--- src/rtl/audio_mixer.sv ---
// Four-channel priority tone mixer with activity timeout and PWM volume.
// Optional mute input enabled by defining AUDIO_MIXER_MUTE_EN.
module audio_mixer #(
  parameter int ACT_WINDOW = 100000,
  parameter int CNT_W      = 17
) (
  input  logic       clk,
  input  logic       rst_n,
  input  logic       win_snd,
  input  logic       water_snd,
  input  logic       car_snd,
  input  logic       hop_snd,
  input  logic [2:0] volume,
`ifdef AUDIO_MIXER_MUTE_EN
  input  logic       mute,
`endif
  output logic       speaker_out,
  output logic [1:0] active_ch,
  output logic       busy
);

  typedef enum logic {
    IDLE,
    PLAY
  } state_t;

  localparam logic [CNT_W-1:0] LOAD =
    CNT_W'(ACT_WINDOW);

  logic [3:0]       wave_d;
  logic [3:0]       wave_q;
  logic [3:0]       toggle;
  logic [3:0]       active;
  logic             armed;
  logic [CNT_W-1:0] cnt [4];
  state_t           state;
  state_t           state_nxt;
  logic [1:0]       owner;
  logic [1:0]       owner_nxt;
  logic [1:0]       top;
  logic [2:0]       pwm_cnt;
  logic             gate;
  logic             mute_s;
  logic             spk_nxt;

  assign wave_d = {win_snd, water_snd,
                   car_snd, hop_snd};

  // The first capture after reset only
  // primes wave_q, so a level held through
  // reset is not mistaken for a toggle.
  assign toggle = armed ?
                  (wave_d ^ wave_q) : 4'b0;

  always_ff @(posedge clk or negedge rst_n) begin
    if (!rst_n) begin
      wave_q <= 4'b0;
      armed  <= 1'b0;
    end else begin
      wave_q <= wave_d;
      armed  <= 1'b1;
    end
  end

  for (genvar i = 0; i < 4; i++) begin : g_act
    always_ff @(posedge clk or negedge rst_n) begin
      if (!rst_n) begin
        cnt[i] <= '0;
      end else if (toggle[i]) begin
        cnt[i] <= LOAD;
      end else if (cnt[i] != '0) begin
        cnt[i] <= cnt[i] - 1'b1;
      end
    end
    assign active[i] = (cnt[i] != '0);
  end

  always_comb begin
    top = 2'd0;
    if (active[3]) begin
      top = 2'd3;
    end else if (active[2]) begin
      top = 2'd2;
    end else if (active[1]) begin
      top = 2'd1;
    end
  end

  always_ff @(posedge clk or negedge rst_n) begin
    if (!rst_n) begin
      state <= IDLE;
      owner <= 2'd0;
    end else begin
      state <= state_nxt;
      owner <= owner_nxt;
    end
  end

  always_comb begin
    state_nxt = state;
    owner_nxt = owner;
    unique case (state)
      IDLE: begin
        if (|active) begin
          state_nxt = PLAY;
          owner_nxt = top;
        end
      end
      PLAY: begin
        if (!(|active)) begin
          state_nxt = IDLE;
        end else if (!active[owner] ||
                     (top > owner)) begin
          owner_nxt = top;
        end
      end
      default: begin
        state_nxt = IDLE;
      end
    endcase
  end

  always_ff @(posedge clk or negedge rst_n) begin
    if (!rst_n) begin
      pwm_cnt <= 3'd0;
    end else begin
      pwm_cnt <= pwm_cnt + 3'd1;
    end
  end

  assign gate = (volume == 3'd7) ||
                (pwm_cnt < volume);

`ifdef AUDIO_MIXER_MUTE_EN
  assign mute_s = mute;
`else
  assign mute_s = 1'b0;
`endif

  assign spk_nxt = (state == PLAY) &&
                   wave_q[owner] &&
                   gate && !mute_s;

  always_ff @(posedge clk or negedge rst_n) begin
    if (!rst_n) begin
      speaker_out <= 1'b0;
    end else begin
      speaker_out <= spk_nxt;
    end
  end

  assign busy      = (state == PLAY);
  assign active_ch = owner;

endmodule

--- config.mk ---
export PLATFORM = sky130hd
export DESIGN_NAME = audio_mixer
export DESIGN_NICKNAME = d
export VERILOG_FILES = /design/src/rtl/audio_mixer.sv
export SDC_FILE = /design/constraint.sdc
export NUM_CORES = 1
export LEC_CHECK = 0
export ABC_CLOCK_PERIOD_IN_PS = 3030
export BUFFER_PORTS_ARGS = -buffer_cell sky130_fd_sc_hd__buf_2
export CORE_UTILIZATION = 55
export DETAILED_ROUTE_END_ITERATION = 7
export GPL_ROUTABILITY_DRIVEN = 0
export PLACE_DENSITY = 0.77
export REMOVE_ABC_BUFFERS = 1
export SETUP_SLACK_MARGIN = 0.2
export SLEW_MARGIN = 25
export SYNTH_ARGS = -nofsm -noshare
export SYNTH_HDL_FRONTEND = slang
export SYNTH_SLANG_ARGS = --single-unit
--- constraint.sdc ---
create_clock -name clk -period 3.03 [get_ports clk]
set_clock_uncertainty 0.1 [all_clocks]
set_input_delay 0.7575 -clock clk [delete_from_list [all_inputs] [get_ports clk]]
set_output_delay 0.7575 -clock clk [all_outputs]
set_load 0.02 [all_outputs]
# --- After elaboration in Yosys (flattened, before gate mapping) ---
# Index checks and enable logic that the tools add are counted.
word_totals:
  latch_bits: 0
  output_inout_bits: 4
  ram_bits: 0
  input_bits: 9
  n_memories: 0
  ff_bits: 80
  mem_bits_ro: 0
classes:
  n_shift: 0
  multipliers: 0
  reduce_logical: 15
  magnitude_cmp: 3
  addsub: 5
  div: 0
  n_eq_ne: 4
  n_bitwise: 2
  muxes: 21
op_table:
  columns: ["op", "n"]
  rows:
  - ["2-to-1 mux 17 bit", 8]
  - ["nonzero test 17 bit", 4]
  - ["subtractor 17 x 1 -> 17 bit (second input constant)", 4]
  - ["2-to-1 mux 2 bit", 5]
  - ["nonzero test 2 bit", 4]
  - ["binary-select mux 1 bit (select 2 bit)", 2]
  - ["2-to-1 mux 1 bit", 4]
  - ["2-to-1 mux 4 bit", 1]
  - ["inequality test 2 x 1 -> 1 bit (second input constant)", 2]
  - ["case mux 2 bit (2 select lines)", 1]
  - ["OR reduction 4 bit", 1]
  - ["bitwise XOR 4 bit", 1]
  - ["adder 3 x 1 -> 3 bit (second input constant)", 1]
  - ["equality test 3 bit (second input constant)", 1]
  - ["< comparator 2 x 3 -> 1 bit (second input constant)", 1]
  - ["< comparator 3 bit", 1]
  - ["AND reduction 3 bit", 1]
  - ["greater-than comparator 2 bit", 1]
  - ["logical AND 1 bit", 2]
  - ["logical OR 1 bit", 2]
  - ["inequality test 2 bit (second input constant)", 1]
  - ["logical NOT 1 bit", 1]
  - ["inverter 1 bit", 1]

# --- Depth between registers and ports, before layout ---
logic_depth:
  ltp_word: 9
  mapped_depth: 13

# --- Worst setup path after synthesis ---
# OpenSTA, ideal clock, no wires.
synth_timing:
  kind: "register to register"
  from: "register cnt[28] (netlist bit)"
  to: "register owner[0] (netlist: active_ch[0])"
  slack_ns: 0.211
  path_buffers: 1
  arrival_time_ns: 2.632
  stages_incl_launch_ff: 12
  cell_sequence: "dfrtp_1 -> nor4_1 -> nand4_1 -> clkbuf_1 -> nor2_1 -> inv_1 -> ha_1 -> nor2b_1 -> o21ai_0 -> and2_1 -> o211ai_1 -> a211oi_2"
synth_between:
  elab_chain_cells: 7
synth_lines:
  columns: ["item", "line_no", "source"]
  rows:
  - ["from (decl)", "35", "logic [CNT_W-1:0] cnt [4];"]
  - ["from (signal, indexed assignment)", "72", "cnt[i] <= cnt[i] - 1'b1;"]
  - ["nonzero test 17 bit *", "75", "assign active[i] = (cnt[i] != '0);"]
  - ["2-to-1 mux 2 bit or binary-select mux 1 bit (select 2 bit) (tied branches)", "82, 112", null]
  - ["2-to-1 mux 2 bit or 2-to-1 mux 1 bit (tied branches)", "80, 112", null]
  - ["greater-than comparator 2 bit or logical NOT 1 bit (tied branches)", "113, 112", null]
  - ["logical OR 1 bit", "112", "end else if (!active[owner] ||"]
  - ["inequality test 2 x 1 -> 1 bit (no source line)", null, null]
  - ["AND reduction 3 bit (no source line)", null, null]
  - ["to (signal assigned)", "95", "owner <= owner_nxt;"]
  - ["to (decl)", "38", "logic [1:0] owner;"]
# Mark *: on every way between the ends. The rest lies on a longest branch, timed or not. The select of a mux whose other input is x is not followed.
# A chain may end at the register's enable or synchronous reset.

# --- Final worst setup path ---
layout_timing:
  from: "register cnt[51] (netlist bit)"
  to: "register owner[0] (netlist: active_ch[0])"
layout_between:
  elab_chain_cells: 7
layout_lines:
  columns: ["item", "line_no"]
  rows:
  - ["nonzero test 17 bit *", "75"]
  - ["binary-select mux 1 bit (select 2 bit)", "112"]
  - ["2-to-1 mux 1 bit (implied by the code)", "112"]
  - ["logical NOT 1 bit", "112"]
  - ["logical OR 1 bit", "112"]
  - ["inequality test 2 x 1 -> 1 bit (no source line)", null]
  - ["AND reduction 3 bit (no source line) *", null]
# Marks and branches as above.

==> results.md <==
* First-pass GRT wire length at between 10 and 15 mm
* Required time of the critical path at 3200 ps
* Count of state elements after synthesis at 80
* Hold Crit Class: in2async
* Mapped Area at around 4200 sq um
* R2r worst-path depth at 7
* Initial antenna violation count at 0
* Flop pwr share at 0.476
* Layout cells sized above 1 at 0.109
* Slew margin rel. at 0.469
* Crit path capture type: register
* Avg Synthesized Cell Area at between 9 and 10 sq um
* LEAKAGE at around 1.9 nW
* Clock buffer depth at 2
* Critical path peak fanout at 16
* Synth top area share at 0.476
* Worst-path clk slew at ~80 ps
* Post-synth EDFFs at 0
* Final period util at 0.881
* Sequential-to-total area share from yosys stat at 0.476
* Status: completed
* Vias per Instance at about 5.8
* Largest net degree at the start of global routing at 43
* Gate power share at 0.252
* Worst path buffer plus inverter count at 1
* H-tree depth at 3
* VDD IR max at roughly 0.00031 V
* Die X at a little under 90 microns
* Slowest cell delay on critical path at 640 ps
* Setup crit start kind: register
* Max Transition Viols Final at 0
* N_diodes at 0
* Minimum clock period at 2670 ps
* Worst Setup SP: cnt[51]$_DFFE_PN0P_
* RR Startpoint: cnt[51]$_DFFE_PN0P_
* Worst setup path class: reg2reg
* Die Area at approximately 8000 sq um
* Vias at around 3.2k
* Ys flop type: dfrtp_1
* Slowest-stage cell, CP: or4_4
* Worst path cell trace: inv_1 -> ha_1 -> or4b_2 -> or4_4 -> nor3_4 -> a211oi_1 -> a211oi_2
* Clock sinks at 80
* Fillers at ~580
* Clk_lat worst skew at 350 ps
* WP depth at 7
* Port buffer count at 12
* Cell chosen for the clock root: clkbuf_8
* Pint at 2.01 mW
* Power per cell area at around 650 nW/um^2
* Post_cts resized at 0
* F_max at ~370 MHz
* Synth Instances at between 400 and 500
* Post-Route WL at roughly 8.3 mm
* Library cells used by synthesis at 46
* Clk pwr share at 0.272
* FP Rows at 31
* Final Power at about 3.0 mW
* Starting density of the core at 0.574
* Worst-margin pin slew at between 700 and 800 ps
* CTS tree: done
* RSZ-0062 raised after global routing: no
* Area contributors post-synth: dfrtp_1 48%, xor2_1 9.0%, nor2_1 5.6%, ha_1 3.9%, nand2_1 3.0%
* P_sw at 1.03 mW
* Ys async rst share at 1.00
* Setup bufs post-CTS at 0
* RR Endpoint: active_ch[0]$_DFFE_PN0P_
* Final hold viol count at 0
* Vias in the first global route at roughly 3k
* Setup TNS at 0 ps
* Hpwl dp at ~6 mm
* Die Ht at about 90 microns
* Hold-fix buffers, CTS at 0
* Net Sw Frac at 0.339
* Core Box Area at about 7300 sq um
* Nets@finish at 475
* Post-route ant nets at 0
* Ports at 13
* Gr ovfl total at 0
* DRC Markers at 0
* Total iterations of the first detailed-routing run at 4
* FF-to-FF setup slack at between 300 and 400 ps
* P&R area growth vs syn at 10.7%
* Total CTS buffers at 9
* Gr usage total at 0.234
* Synth area leader: dfrtp_1
* Final instance area at 4650 sq um
* Starting DRT DRC Count at roughly 120
* Synth Warn # at 0
* WL/cell at between 10 and 15 microns
* Placed Area at about 4400 sq um
* Max cap viols at 0
* Crit-path leading delay family: simple AND/OR/NAND/NOR gates
* Setup violators final at 0
* Critical Path AT at approximately 2800 ps
* Critical Path Sink: active_ch[0]$_DFFE_PN0P_
kinds of logic (layout without fill, tap and decap cells):
logic type,after synthesis,in the layout,share of synthesized area
muxes,3,3,0.0104
adders and majority gates,13,13,0.0387
and+or+nand+nor,214,214,0.269
AOI/OAI and AO/OA,38,38,0.0625
xor gates and xnor gates,53,53,0.110
buffers and inverters,30,56,0.0324
DFF,80,80,0.476
other,1,1,0.000892
worst register-to-register path: cells and delay by family, from the launching register on:
kind                       cells  cell delay, ps
and+or+nand+nor                3            1470
adders and majority gates      1             150
AOI/OAI and AO/OA              2             360
DFF                            1             380
buffers and inverters          1             110
Yosys cell counts, drive strengths merged (9+ instances only):
cell	instances
ha	13
inv	19
xnor2	10
dfrtp	80
nor4	16
xor2	43
a21oi	9
nand3	24
nand4	15
nor2	63
nor3	11
nand2	34
power groups by stage:
stage	Sequential (mW)	Combinational, mW	Clock [mW]
after floorplan	1.42	0.568	0
after global placement	1.45	0.730	0
after detailed placement	1.46	0.761	0
after CTS	1.44	0.766	0.850
after global routing	1.48	0.876	0.896
final	1.45	0.765	0.827
metal layers:
metal	wire length, microns	part of all wire	GRT usage
met3	282	0.034	0.0462
met5	0	0	0
met1	3840	0.46	0.306
met2	3990	0.48	0.381
met4	157	0.019	0.0981
state kept, by name, indices dropped and copies added (netlist names):
signal       count
cnt             68
busy             1
speaker_out      1
active_ch        2
pwm_cnt          3
wave_q           4
armed            1
worst min-delay path by stage:
stage	startpoint	endpoint	cells after the start
final	rst_n	cnt[57]$_DFFE_PN0P_	1
after CTS	rst_n	cnt[55]$_DFFE_PN0P_	1
after detailed placement	pwm_cnt[0]$_DFF_PN0_	pwm_cnt[0]$_DFF_PN0_	1
after floorplan	pwm_cnt[0]$_DFF_PN0_	pwm_cnt[0]$_DFF_PN0_	1
after global placement	pwm_cnt[0]$_DFF_PN0_	pwm_cnt[0]$_DFF_PN0_	1
after global routing	rst_n	cnt[57]$_DFFE_PN0P_	1
layout by cell type (no fill, tap or decap), types with 9 or more instances in the layout:
cell / netlist / routed
buf_4: 0 / 9
nand4_1: 15 / 15
nand3_1: 24 / 24
xor2_1: 43 / 43
nor4_1: 16 / 14
nor3_1: 10 / 10
nand2_1: 34 / 34
inv_1: 19 / 19
clkbuf_8: 0 / 11
ha_1: 13 / 13
dfrtp_1: 80 / 80
buf_2: 1 / 11
nor2_1: 63 / 62
xnor2_1: 10 / 10
a21oi_1: 9 / 9
metrics by stage:
step / setup WS (ps) / cells / util / hold slack (ps)
after floorplan: 153 / 421 / - / 312
after detailed placement: 279 / 541 / 0.601 / 349
after CTS: 243 / 557 / 0.630 / 272
after global routing: 181 / 557 / 0.635 / 285
after global placement: 395 / 541 / 0.601 / 328
final: 361 / 557 / 0.635 / 261
area by class of cell:
class,count,area [sq um],share of cell area
Clock buffer,11,151,0.0325
Tap cell,99,124,0.0266
Multi-Input combinational cell,322,2100,0.451
Sequential cell,80,2000,0.430
Clock inverter,5,62.6,0.0134
Timing Repair Buffer,21,143,0.0307
Inverter,19,71.3,0.0153
Power figures use the tool's default switching activity.
